### src/rtl/pcm_to_pdm.sv
// PCM to PDM converter: FIFO-buffered signed samples driving a first-order sigma-delta modulator.
// Latency: a pushed sample takes effect on the first fall event after the next frame boundary.
// Backpressure: pcm_ready is low while the FIFO is full; pcm_valid is ignored while pcm_ready is low.
module pcm_to_pdm #(
  parameter int BIT_WIDTH          = 8,
  parameter int PDM_CLK_DEC_FACTOR = 12,
  parameter int DEC_FACTOR         = 128,
  parameter int FIFO_DEPTH         = 4
) (
  input  logic                          clk,
  input  logic                          rst,
  input  logic [BIT_WIDTH-1:0]          pcm_in,
  input  logic                          pcm_valid,
  output logic                          pcm_ready,
  output logic                          pdm_clk,
  output logic                          pdm,
  output logic                          frame_strobe,
  output logic [$clog2(FIFO_DEPTH):0]   fifo_level,
  output logic                          underrun,
  input  logic                          clr_underrun
);

  localparam int DIV_W = (PDM_CLK_DEC_FACTOR > 1) ? $clog2(PDM_CLK_DEC_FACTOR) : 1;
  localparam int CNT_W = (DEC_FACTOR > 1) ? $clog2(DEC_FACTOR) : 1;
  localparam int PTR_W = (FIFO_DEPTH > 1) ? $clog2(FIFO_DEPTH) : 1;
  localparam int LVL_W = $clog2(FIFO_DEPTH) + 1;
  localparam int ACC_W = BIT_WIDTH + 2;

  localparam logic [DIV_W-1:0] DIV_LAST = DIV_W'(PDM_CLK_DEC_FACTOR - 1);
  localparam logic [CNT_W-1:0] CNT_LAST = CNT_W'(DEC_FACTOR - 1);
  localparam logic [LVL_W-1:0] LVL_FULL = LVL_W'(FIFO_DEPTH);
  // Feedback magnitude is half the sample range: +/- 2^(BIT_WIDTH-1).
  localparam logic [ACC_W-1:0] FB_POS   = {3'b001, {(BIT_WIDTH-1){1'b0}}};
  localparam logic [ACC_W-1:0] FB_NEG   = ~FB_POS + ACC_W'(1);

  logic [DIV_W-1:0]     r_div;
  logic                 r_pdm_clk;
  logic                 r_pdm;
  logic [ACC_W-1:0]     r_acc;
  logic [BIT_WIDTH-1:0] r_cur;
  logic [CNT_W-1:0]     r_bit_cnt;
  logic [BIT_WIDTH-1:0] r_mem [FIFO_DEPTH];
  logic [PTR_W-1:0]     r_wr_ptr;
  logic [PTR_W-1:0]     r_rd_ptr;
  logic [LVL_W-1:0]     r_level;
  logic                 r_underrun;

  logic                 w_div_tc;
  logic                 w_fall;
  logic                 w_boundary;
  logic                 w_push;
  logic                 w_pop;
  logic                 w_y;
  logic [ACC_W-1:0]     w_cur_ext;
  logic [ACC_W-1:0]     w_acc_nxt;

  // Modulator and frame state only move when pdm_clk falls, so pdm is stable
  // for half a pdm_clk period on either side of the receiver's rising edge.
  assign w_div_tc   = (r_div == DIV_LAST);
  assign w_fall     = w_div_tc & r_pdm_clk;
  assign w_boundary = w_fall & (r_bit_cnt == CNT_LAST);
  assign pcm_ready  = (r_level < LVL_FULL);
  assign w_push     = pcm_valid & pcm_ready;
  assign w_pop      = w_boundary & (r_level != '0);

  // acc is signed; its MSB is the sign, so y = (acc >= 0) is the inverted MSB.
  assign w_y        = ~r_acc[ACC_W-1];
  assign w_cur_ext  = {{2{r_cur[BIT_WIDTH-1]}}, r_cur};
  assign w_acc_nxt  = r_acc + w_cur_ext - (w_y ? FB_POS : FB_NEG);

  assign pdm_clk      = r_pdm_clk;
  assign pdm          = r_pdm;
  assign frame_strobe = w_boundary;
  assign fifo_level   = r_level;
  assign underrun     = r_underrun;

  // Divide clk down to pdm_clk: toggle every PDM_CLK_DEC_FACTOR cycles.
  always_ff @(posedge clk or posedge rst) begin
    if (rst) begin
      r_div     <= '0;
      r_pdm_clk <= 1'b0;
    end else if (w_div_tc) begin
      r_div     <= '0;
      r_pdm_clk <= ~r_pdm_clk;
    end else begin
      r_div     <= r_div + DIV_W'(1);
    end
  end

  // Sigma-delta step and frame bit counter on each fall event; the bit emitted
  // at a boundary still uses the outgoing sample, the new one applies next fall.
  always_ff @(posedge clk or posedge rst) begin
    if (rst) begin
      r_pdm     <= 1'b0;
      r_acc     <= '0;
      r_bit_cnt <= '0;
      r_cur     <= '0;
    end else begin
      if (w_fall) begin
        r_pdm     <= w_y;
        r_acc     <= w_acc_nxt;
        r_bit_cnt <= (r_bit_cnt == CNT_LAST) ? '0 : r_bit_cnt + CNT_W'(1);
      end
      if (w_pop) begin
        r_cur <= r_mem[r_rd_ptr];
      end
    end
  end

  // FIFO storage needs no reset; emptiness is defined by the pointers and level.
  always_ff @(posedge clk) begin
    if (w_push) begin
      r_mem[r_wr_ptr] <= pcm_in;
    end
  end

  // FIFO pointers and occupancy; simultaneous push and pop leave the level unchanged.
  always_ff @(posedge clk or posedge rst) begin
    if (rst) begin
      r_wr_ptr <= '0;
      r_rd_ptr <= '0;
      r_level  <= '0;
    end else begin
      if (w_push) begin
        r_wr_ptr <= r_wr_ptr + PTR_W'(1);
      end
      if (w_pop) begin
        r_rd_ptr <= r_rd_ptr + PTR_W'(1);
      end
      if (w_push && !w_pop) begin
        r_level <= r_level + LVL_W'(1);
      end else if (w_pop && !w_push) begin
        r_level <= r_level - LVL_W'(1);
      end
    end
  end

  // Sticky underrun: a boundary with nothing to pop sets it and beats a clear.
  always_ff @(posedge clk or posedge rst) begin
    if (rst) begin
      r_underrun <= 1'b0;
    end else if (w_boundary && (r_level == '0)) begin
      r_underrun <= 1'b1;
    end else if (clr_underrun) begin
      r_underrun <= 1'b0;
    end
  end

endmodule

### config.mk
export PLATFORM = sky130hd
export DESIGN_NAME = pcm_to_pdm
export DESIGN_NICKNAME = d
export VERILOG_FILES = /design/src/rtl/pcm_to_pdm.sv
export SDC_FILE = /design/constraint.sdc
export NUM_CORES = 1
export LEC_CHECK = 0
export BUFFER_PORTS_ARGS = -buffer_cell sky130_fd_sc_hd__buf_2
export CAP_MARGIN = 0
export CORE_MARGIN = 4
export CORE_UTILIZATION = 42
export CTS_BUF_LIST = sky130_fd_sc_hd__clkbuf_16
export CTS_CLUSTER_DIAMETER = 120
export DETAILED_ROUTE_END_ITERATION = 8
export MAX_ROUTING_LAYER = met4
export PLACE_DENSITY = 0.65
export SLEW_MARGIN = 20
export SYNTH_ARGS = -nofsm -noshare
export SYNTH_HDL_FRONTEND = slang
export SYNTH_SLANG_ARGS = --single-unit
### constraint.sdc
create_clock -name clk -period 2.75 [get_ports clk]
set_input_delay 0.55 -clock clk [delete_from_list [all_inputs] [get_ports clk]]
set_output_delay 0.55 -clock clk [all_outputs]
set_load 0.05 [all_outputs]
==> impl_metrics.json, run 1 <==
{
  "status": "finished, final reports clean",
  "place_congestion": 0.8118,
  "fill_cells": 694,
  "fin_area_sq_um": 3909,
  "cts-hold-fix-buffers": 0,
  "ys_seq_area_frac": 0.5729,
  "grt_overflow": 0,
  "final_util": 0.5032,
  "start_util": 0.4352,
  "h-tree-depth": 3,
  "ctsRootBufferMaster": "clkbuf_16",
  "powerDensity_nw_per_um2": 725.4,
  "period_share": 0.8863,
  "cts_buffers": 9,
  "synth_most_common_cell": "dfrtp_1",
  "nets": 339,
  "wirelength_um": 5534,
  "period_needed_ns": 2.437,
  "area_growth_syn_to_layout_pct": 15.62,
  "p_leak_nw": 1.679,
  "start_kind": "register",
  "ys.flop_type": "dfrtp_1",
  "postCtsSetupRepairBufs": 0,
  "dp_hpwl_um": 3736,
  "worstHoldPathType": "primary input to asynchronous set/reset pin",
  "io_buffers": 19,
  "clock_latency_ns": 0.33,
  "synth-edff-count": 32,
  "synthArstFlopShare": 0.5493,
  "syn_area_per_cell_sq_um": 12.29,
  "std_cell_rows": 32,
  "via_per_inst": 4.954,
  "tightest_slew_ns": 0.5805,
  "drc_errors": 0,
  "core_area_sq_um": 7767,
  "grt_pass1_vias": 2088,
  "cts_resized": 0,
  "netlist_area_sq_um": 3381,
  "grt_pass1_wl_um": 9791,
  "cp.arrival_ns": 1.89,
  "drive_above_1_share": 0.1759,
  "tns_ns": 0,
  "synth_top_area_share": 0.2887,
  "hold_viol_final": 0,
  "die_h_um": 97.72,
  "p_switching_w": 0.0007727,
  "drv_slew": 0,
  "grt_max_degree": 40,
  "clk_pin_slew_worst_paths_ns": 0.06,
  "setup_viol": 0,
  "ant_nets": 0,
  "drt-initial-drc-count": 94,
  "cts_num_sinks": 71,
  "synth.area.top_cells": "dfrtp_1, edfxtp_1, ha_1",
  "critical_path_class": "register to primary output",
  "skew_ns": 0.003495,
  "postSynthCellCount": 275,
  "tritoncts": "built",
  "diodes": 0,
  "wl_per_cell_um": 13.53,
  "relSlewSlack": 0.6130,
  "power_w": 0.002835,
  "synth_cell_types": 40,
  "synth-seq-cells": 71,
  "fmax_mhz": 410.3,
  "placed_area_sq_um": 3603,
  "clock_path_buffers": 2,
  "regArea_sq_um": 1937,
  "critPathMaxFanout": 11,
  "rsz0062_at_grt": "no",
  "fp.dieW_um": 97.72,
  "p_int_w": 0.002063,
  "crit_required_ns": 2.20,
  "synth_top_area_cell": "dfrtp_1",
  "antenna_found_initial": 0,
  "pwr-share-clk": 0.415,
  "comb_power_share": 0.137,
  "track_usage": 0.1339,
  "dp_slack_ns": 0.4093,
  "yosys_warnings": 0,
  "seqPwrFrac": 0.449,
  "cp-end-kind": "primary output",
  "ios": 20,
  "vdd_ir_drop_max_mv": 0.5093,
  "worstPathCellList": "ha_1, and3b_2, and2_1, buf_4, nand2_1, inv_1, buf_2",
  "cp_slowest_cell": "dfrtp_1",
  "syn_nets": 312,
  "switching_share": 0.2725,
  "slowest_delay_ns": 0.39,
  "setup_slack_ns": 0.3125,
  "die_area_sq_um": 9549,
  "dr.pass1.iters": 4,
  "max_cap_violations": 0,
  "dr_total_vias": 2026,
  "yosys-top-cells-count": "dfrtp_1, inv_1, edfxtp_1",
  "multi_input_area_sq_um": 1282
}
cells in the final DEF, fill, tap and decap left out, types with 7 or more instances in the layout:
cell / count
a21oi_1: 9
edfxtp_1: 32
inv_1: 33
ha_1: 23
xnor2_1: 10
nor2_1: 7
dfrtp_1: 39
o21ai_0: 14
mux4_2: 8
buf_2: 19
nand2_1: 27
clkbuf_16: 9
through the flow:
step           hold slack [ns]  instances
2_1_floorplan           0.4321        275
3_3_place_gp            0.4460        393
3_5_place_dp            0.4573        393
4_1_cts                 0.3480        409
5_1_grt                 0.3924        409
6_report                0.3385        409
power by group through the flow:
stage	Clock, W	Sequential [W]	Combinational, W
final	0.00118	0.00127	0.000387
after global routing	0.00127	0.00129	0.000437
after CTS	0.00121	0.00127	0.000397
after detailed placement	0	0.00129	0.000393
after global placement	0	0.00129	0.000382
after floorplan	0	0.00136	0.000213
state kept, by name, indices dropped and copies added (netlist names), 2 cells and up:
register / flops
fifo_level: 3
r_acc: 10
r_bit_cnt: 7
r_cur: 8
r_div: 4
r_mem: 32
r_rd_ptr: 2
r_wr_ptr: 2
worst paths after layout:
kind / start / end / slack, ns / cells after the start
setup reg to reg: r_div[0] / fifo_level[2] / 0.39 / 11
hold reg to reg: r_div[0] / r_div[0] / 0.46 / 1
setup / recovery: r_div[0] / frame_strobe / 0.31 / 7
hold / removal: rst / underrun / 0.34 / 3
max in group asynchronous: rst / r_rd_ptr[1] / 2.06 / 3
min in group clk: clr_underrun / underrun / 0.41 / 2
worst max-delay path: cells and delay by family, from the launching register on:
kind / cells / cell delay, ns
AND/OR/NAND/NOR: 3 / 0.51
flip-flops: 1 / 0.39
buffers and inverters: 3 / 0.42
adder cells (fa/ha/maj): 1 / 0.23
cell families (layout without fill, tap and decap cells):
kind of cell             count (synthesis)  in the layout  share of synthesized area
multiplexers                            13             13                    0.06995
XOR/XNOR                                16             16                    0.04145
adder cells (fa/ha/maj)                 25             25                    0.09697
AND/OR/NAND/NOR                         70             70                     0.1058
buffers and inverters                   41             73                    0.04774
AO/OA/AOI/OAI                           39             39                    0.06514
flip-flops                              71             71                     0.5729
cell type report:
class,count,area share
Sequential cell,71,0.4955
Multi-Input combinational cell,163,0.3281
Clock buffer,9,0.05762
Timing Repair Buffer,24,0.03393
Tap cell,102,0.03265
Inverter,33,0.03169
Clock inverter,7,0.02049
layer usage:
layer | wire length [um] | global-route usage | vias up | part of all wire
met4 | 84 | 0.05112 | 0 | 0.015
met1 | 2511 | 0.1569 | 988 | 0.45
met2 | 2806 | 0.2198 | 20 | 0.51
met5 | 0 | - | - | 0
met3 | 132 | 0.03733 | 9 | 0.024
li1 | - | - | 1009 | -
No activity file was read; power rests on OpenSTA's default activity.
==> run 2, diff against run 1 <==
--- a/config.mk
+++ b/config.mk
@@ -10,5 +10,5 @@
 export CORE_MARGIN = 4
 export CORE_UTILIZATION = 42
-export CTS_BUF_LIST = sky130_fd_sc_hd__clkbuf_16
+export CTS_BUF_LIST = sky130_fd_sc_hd__clkbuf_2
 export CTS_CLUSTER_DIAMETER = 120
 export DETAILED_ROUTE_END_ITERATION = 8
==> constraint.sdc (replaced) <==
create_clock -name clk -period 2.75 [get_ports clk]
set_input_delay 0.1375 -clock clk [delete_from_list [all_inputs] [get_ports clk]]
set_output_delay 0.1375 -clock clk [all_outputs]
set_load 0.05 [all_outputs]
==> impl_metrics.json, run 2 (synthesized netlist as in run 1, its figures left out) <==
{
  "dp_slack_ns": 0.4054,
  "grt_pass1_vias": 2154,
  "drive_above_1_share": 0.1677,
  "dp_hpwl_um": 3786,
  "drt-initial-drc-count": 105,
  "cts_resized": 0,
  "max_cap_violations": 0,
  "crit_end": "fifo_level[2]",
  "grt_overflow": 0,
  "grt_max_degree": 40,
  "relSlewSlack": 0.6237,
  "vdd_ir_drop_max_mv": 0.4533,
  "place_congestion": 0.8169,
  "r2r_end": "fifo_level[2]",
  "track_usage": 0.1345,
  "p_leak_nw": 1.642,
  "tns_ns": 0,
  "tritoncts": "built",
  "start_kind": "register",
  "fmax_mhz": 420.5,
  "final_common_cell": "dfrtp_1",
  "largest_register": "r_mem",
  "diodes": 0,
  "ctsRootBufferMaster": "clkbuf_2",
  "h-tree-depth": 3,
  "postCtsSetupRepairBufs": 0,
  "period_needed_ns": 2.378,
  "p_switching_w": 0.0007181,
  "cts_num_sinks": 71,
  "clock_path_buffers": 2,
  "crit_start": "r_div[0]",
  "ios": 20,
  "p_int_w": 0.001572,
  "worstHoldPathType": "primary input to register",
  "hold-worst-slack_ns": 0.06260,
  "rr_worst_depth": 11,
  "critical_path_class": "register to register",
  "drc_errors": 0,
  "cp-end-kind": "register",
  "comb_power_share": 0.169,
  "antenna_found_initial": 0,
  "skew_ns": 0.02158,
  "ant_nets": 0,
  "pwr-share-clk": 0.276,
  "cts_buffers": 9,
  "clock_latency_ns": 0.52,
  "fp.dieW_um": 97.72,
  "cts-hold-fix-buffers": 10,
  "dr_total_vias": 2009,
  "period_share": 0.8648,
  "rsz0062_at_grt": "no",
  "fin_area_sq_um": 3821,
  "wl_per_cell_um": 13.12,
  "die_h_um": 97.72,
  "hold_viol_final": 0,
  "cp.arrival_ns": 2.84,
  "io_buffers": 19,
  "dr.pass1.iters": 4,
  "via_per_inst": 4.806,
  "crit_required_ns": 3.21,
  "seqPwrFrac": 0.555,
  "nets": 348,
  "placed_area_sq_um": 3596,
  "r2r-start": "r_div[0]",
  "power_w": 0.002290,
  "switching_share": 0.3136,
  "largest_register_ffs": 32,
  "setup_slack_ns": 0.3718,
  "regArea_sq_um": 1937,
  "critPathMaxFanout": 4,
  "reg.largest.list": "r_mem: 32 flops, r_acc: 10 flops, r_cur: 8 flops",
  "powerDensity_nw_per_um2": 599.3,
  "tightest_slew_ns": 0.5644,
  "die_area_sq_um": 9549,
  "drv_slew": 0,
  "core_area_sq_um": 7767,
  "final_cell_mix": "dfrtp_1, inv_1, edfxtp_1",
  "fill_cells": 713,
  "reg2reg_setup_slack_ns": 0.37,
  "grt_pass1_wl_um": 9936,
  "setup_viol": 0,
  "area_growth_syn_to_layout_pct": 13.03,
  "std_cell_rows": 32,
  "start_util": 0.4352,
  "multi_input_area_sq_um": 1282,
  "wirelength_um": 5486,
  "clk_pin_slew_worst_paths_ns": 0.21,
  "status": "finished, final reports clean"
}
-- run 2: cell count changes in the layout (fill, tap and decap cells not counted), sizes merged --
cell	previous run	this run
buf	24	23
dlygate4sd3	0	10
-- run 2: power groups by stage --
stage	clock network [W]	registers, W	logic [W]
after floorplan	0	0.00136	0.000213
after global placement	0	0.00129	0.000377
after detailed placement	0	0.00130	0.000385
after CTS	0.000657	0.00127	0.000397
after global routing	0.000700	0.00128	0.000433
final	0.000632	0.00127	0.000387
-- run 2: metal layers --
layer	wire length (um)	part of all wire	vias up	global-route usage
met3	182	0.033	10	0.03733
met4	103	0.019	0	0.05325
li1	-	-	1026	-
met5	0	0	-	-
met2	2685	0.49	26	0.2230
met1	2514	0.46	947	0.1549
-- run 2: how the worst min path moves through the flow --
stage                          from      endpoint  slack [ns]  depth (start not counted)
after floorplan           pcm_in[0]   r_mem[0][0]        0.24                          0
after global placement          rst  r_bit_cnt[5]        0.28                          3
after detailed placement        rst  r_bit_cnt[5]        0.30                          3
after CTS                 pcm_valid   r_wr_ptr[0]        0.02                          3
after global routing      pcm_valid   r_wr_ptr[0]        0.05                          3
final                     pcm_valid   r_wr_ptr[0]        0.06                          3
-- run 2: through the flow --
stage	util	std cells
6_report	0.4919	418
5_1_grt	0.4919	418
4_1_cts	0.4919	418
3_5_place_dp	0.4630	392
3_3_place_gp	0.4630	392
2_1_floorplan	-	275
-- run 2: critical path, stage by stage (launching register included) --
cell and delay (ns):
dfrtp_1 0.44, ha_1 0.23, and3b_2 0.26, and2_1 0.17, and3_1 0.15, inv_1 0.06, ha_1 0.16, inv_1 0.06
fa_1 0.37, xor2_1 0.17, nor2_1 0.11, xnor2_1 0.13
-- run 2: final cells by class --
class | count | area share
Inverter | 33 | 0.03242
Timing Repair Buffer | 33 | 0.05894
Sequential cell | 71 | 0.5069
Clock buffer | 9 | 0.01179
Clock inverter | 7 | 0.02096
Tap cell | 102 | 0.03340
Multi-Input combinational cell | 163 | 0.3356
==> run 3, diff against run 2 <==
Settings changed: PLACE_DENSITY 0.65 to not set.
==> impl_metrics.json, run 3 (synthesized netlist as in run 1, its figures left out) <==
{
  "grt_pass1_vias": 2124,
  "critical_path.top_delay_family": "adder cells",
  "skew_ns": 0.02449,
  "nets": 348,
  "final_util": 0.4911,
  "crit_required_ns": 3.19,
  "die_h_um": 97.72,
  "dr.pass1.iters": 4,
  "antenna_found_initial": 0,
  "clock_latency_ns": 0.50,
  "fin_cells": 418,
  "std_cell_rows": 32,
  "vdd_ir_drop_max_mv": 0.4353,
  "cts_buffers": 9,
  "tightest_slew_ns": 0.5670,
  "drc_errors": 0,
  "powerDensity_nw_per_um2": 591.7,
  "drv_slew": 0,
  "tns_ns": 0,
  "r2r-start": "r_div[0]",
  "crit_start": "r_div[0]",
  "grt_overflow": 0,
  "fp.dieW_um": 97.72,
  "diodes": 0,
  "dr_total_vias": 2025,
  "io_buffers": 19,
  "min_path_cells": 3,
  "grt_pass1_wl_um": 9991,
  "area_growth_syn_to_layout_pct": 12.84,
  "reg.largest.list": "r_mem: 32 flops, r_acc: 10 flops, r_cur: 8 flops",
  "ios": 20,
  "slowest_delay_ns": 0.44,
  "max_cap_violations": 0,
  "hold_viol_final": 0,
  "via_per_inst": 4.844,
  "reg2reg_setup_slack_ns": 0.37,
  "cp_slowest_cell": "dfrtp_1",
  "critical_path_class": "register to register",
  "ctsRootBufferMaster": "clkbuf_2",
  "setup_viol": 0,
  "worstHoldPathType": "primary input to register",
  "worstPathCellList": "ha_1, and3b_2, and2_1, and3_1, inv_1, ha_1, inv_1, fa_1, xor2_1, nor2_1, xnor2_1",
  "r2r_end": "fifo_level[2]",
  "dp_hpwl_um": 3640,
  "start_kind": "register",
  "wl_per_cell_um": 12.97,
  "dpl.cell_count": 392,
  "postCtsSetupRepairBufs": 0,
  "track_usage": 0.1354,
  "tritoncts": "built",
  "clk_pin_slew_worst_paths_ns": 0.21,
  "final_cell_mix": "dfrtp_1, inv_1, edfxtp_1",
  "hold-worst-slack_ns": 0.08644,
  "rr_worst_depth": 11,
  "start_util": 0.4352,
  "h-tree-depth": 3,
  "cp-end-kind": "register",
  "p_leak_nw": 1.633,
  "cp.arrival_ns": 2.82,
  "status": "finished, final reports clean",
  "power_w": 0.002257,
  "hp-start": "pcm_valid",
  "largest_register_ffs": 32,
  "die_area_sq_um": 9549,
  "place_congestion": 0.8002,
  "core_area_sq_um": 7767,
  "rsz0062_at_grt": "no",
  "final_common_cell": "dfrtp_1",
  "drt-initial-drc-count": 83,
  "cts_resized": 0,
  "grt_max_degree": 40,
  "cts_num_sinks": 71,
  "largest_register": "r_mem",
  "period_share": 0.8651,
  "clock_path_buffers": 2,
  "wirelength_um": 5422,
  "fmax_mhz": 420.4,
  "drive_above_1_share": 0.1677,
  "path_buf_inv": 2,
  "period_needed_ns": 2.379,
  "ant_nets": 0,
  "critPathMaxFanout": 4,
  "min_to": "r_wr_ptr[0]",
  "relSlewSlack": 0.6220
}
run 3: cell types whose count changed in the layout (fill, tap and decap cells not counted):
cell	before	now
clkinvlp_4	2	4
clkinv_2	0	1
inv_6	3	0
run 3: how the worst max path moves through the flow:
stage / to / slack (ns) / cells past startpoint
after global routing: fifo_level[2] / 0.18 / 11
after detailed placement: fifo_level[2] / 0.41 / 11
after global placement: fifo_level[2] / 0.45 / 11
final: fifo_level[2] / 0.37 / 11
after floorplan: fifo_level[2] / 0.17 / 11
after CTS: fifo_level[2] / 0.36 / 11
run 3: per-stage QoR:
step	setup WS, ns	area, sq um
2_1_floorplan	0.1673	3381
3_3_place_gp	0.4521	3596
3_5_place_dp	0.4111	3596
4_1_cts	0.3576	3815
5_1_grt	0.1756	3815
6_report	0.3711	3815
run 3: final cells by class:
| class | count | area (sq um) |
|---|---|---|
| well taps | 102 | 127.6 |
| clock buffers | 9 | 45.04 |
| clock inverters | 7 | 73.82 |
| repair buffers | 33 | 225.2 |
| inverters | 33 | 123.9 |
| multi-input cells | 163 | 1282 |
| fillers | 705 | 3953 |
| flip-flops and latches | 71 | 1937 |
run 3: report_power, final:
part / switching (W) / internal (W) / leakage [nW]
clock: 0.000387 / 0.000208 / 0.0601
combinational: 0.000260 / 0.000133 / 0.757
sequential: 0.0000494 / 0.00122 / 0.816
total: 0.000696 / 0.00156 / 1.63
run 3: metal layers:
| metal | wire length, um | part of all wire | track usage |
|---|---|---|---|
| met1 | 2561 | 0.47 | 0.1681 |
| met3 | 172 | 0.032 | 0.03446 |
| met4 | 121 | 0.022 | 0.05644 |
| met5 | 0 | 0 | - |
| met2 | 2567 | 0.47 | 0.2114 |
run 3: repair_timing:
item | in CTS | in global routing
hold buffers | 10 | 0
setup endpoints to repair | 0 | 0
hold endpoints to repair | 72 | 0
run 3: tightest hold or removal path: stages:
cell and delay, ns:
buf_2 0.09, nor2b_1 0.20, xnor2_1 0.15
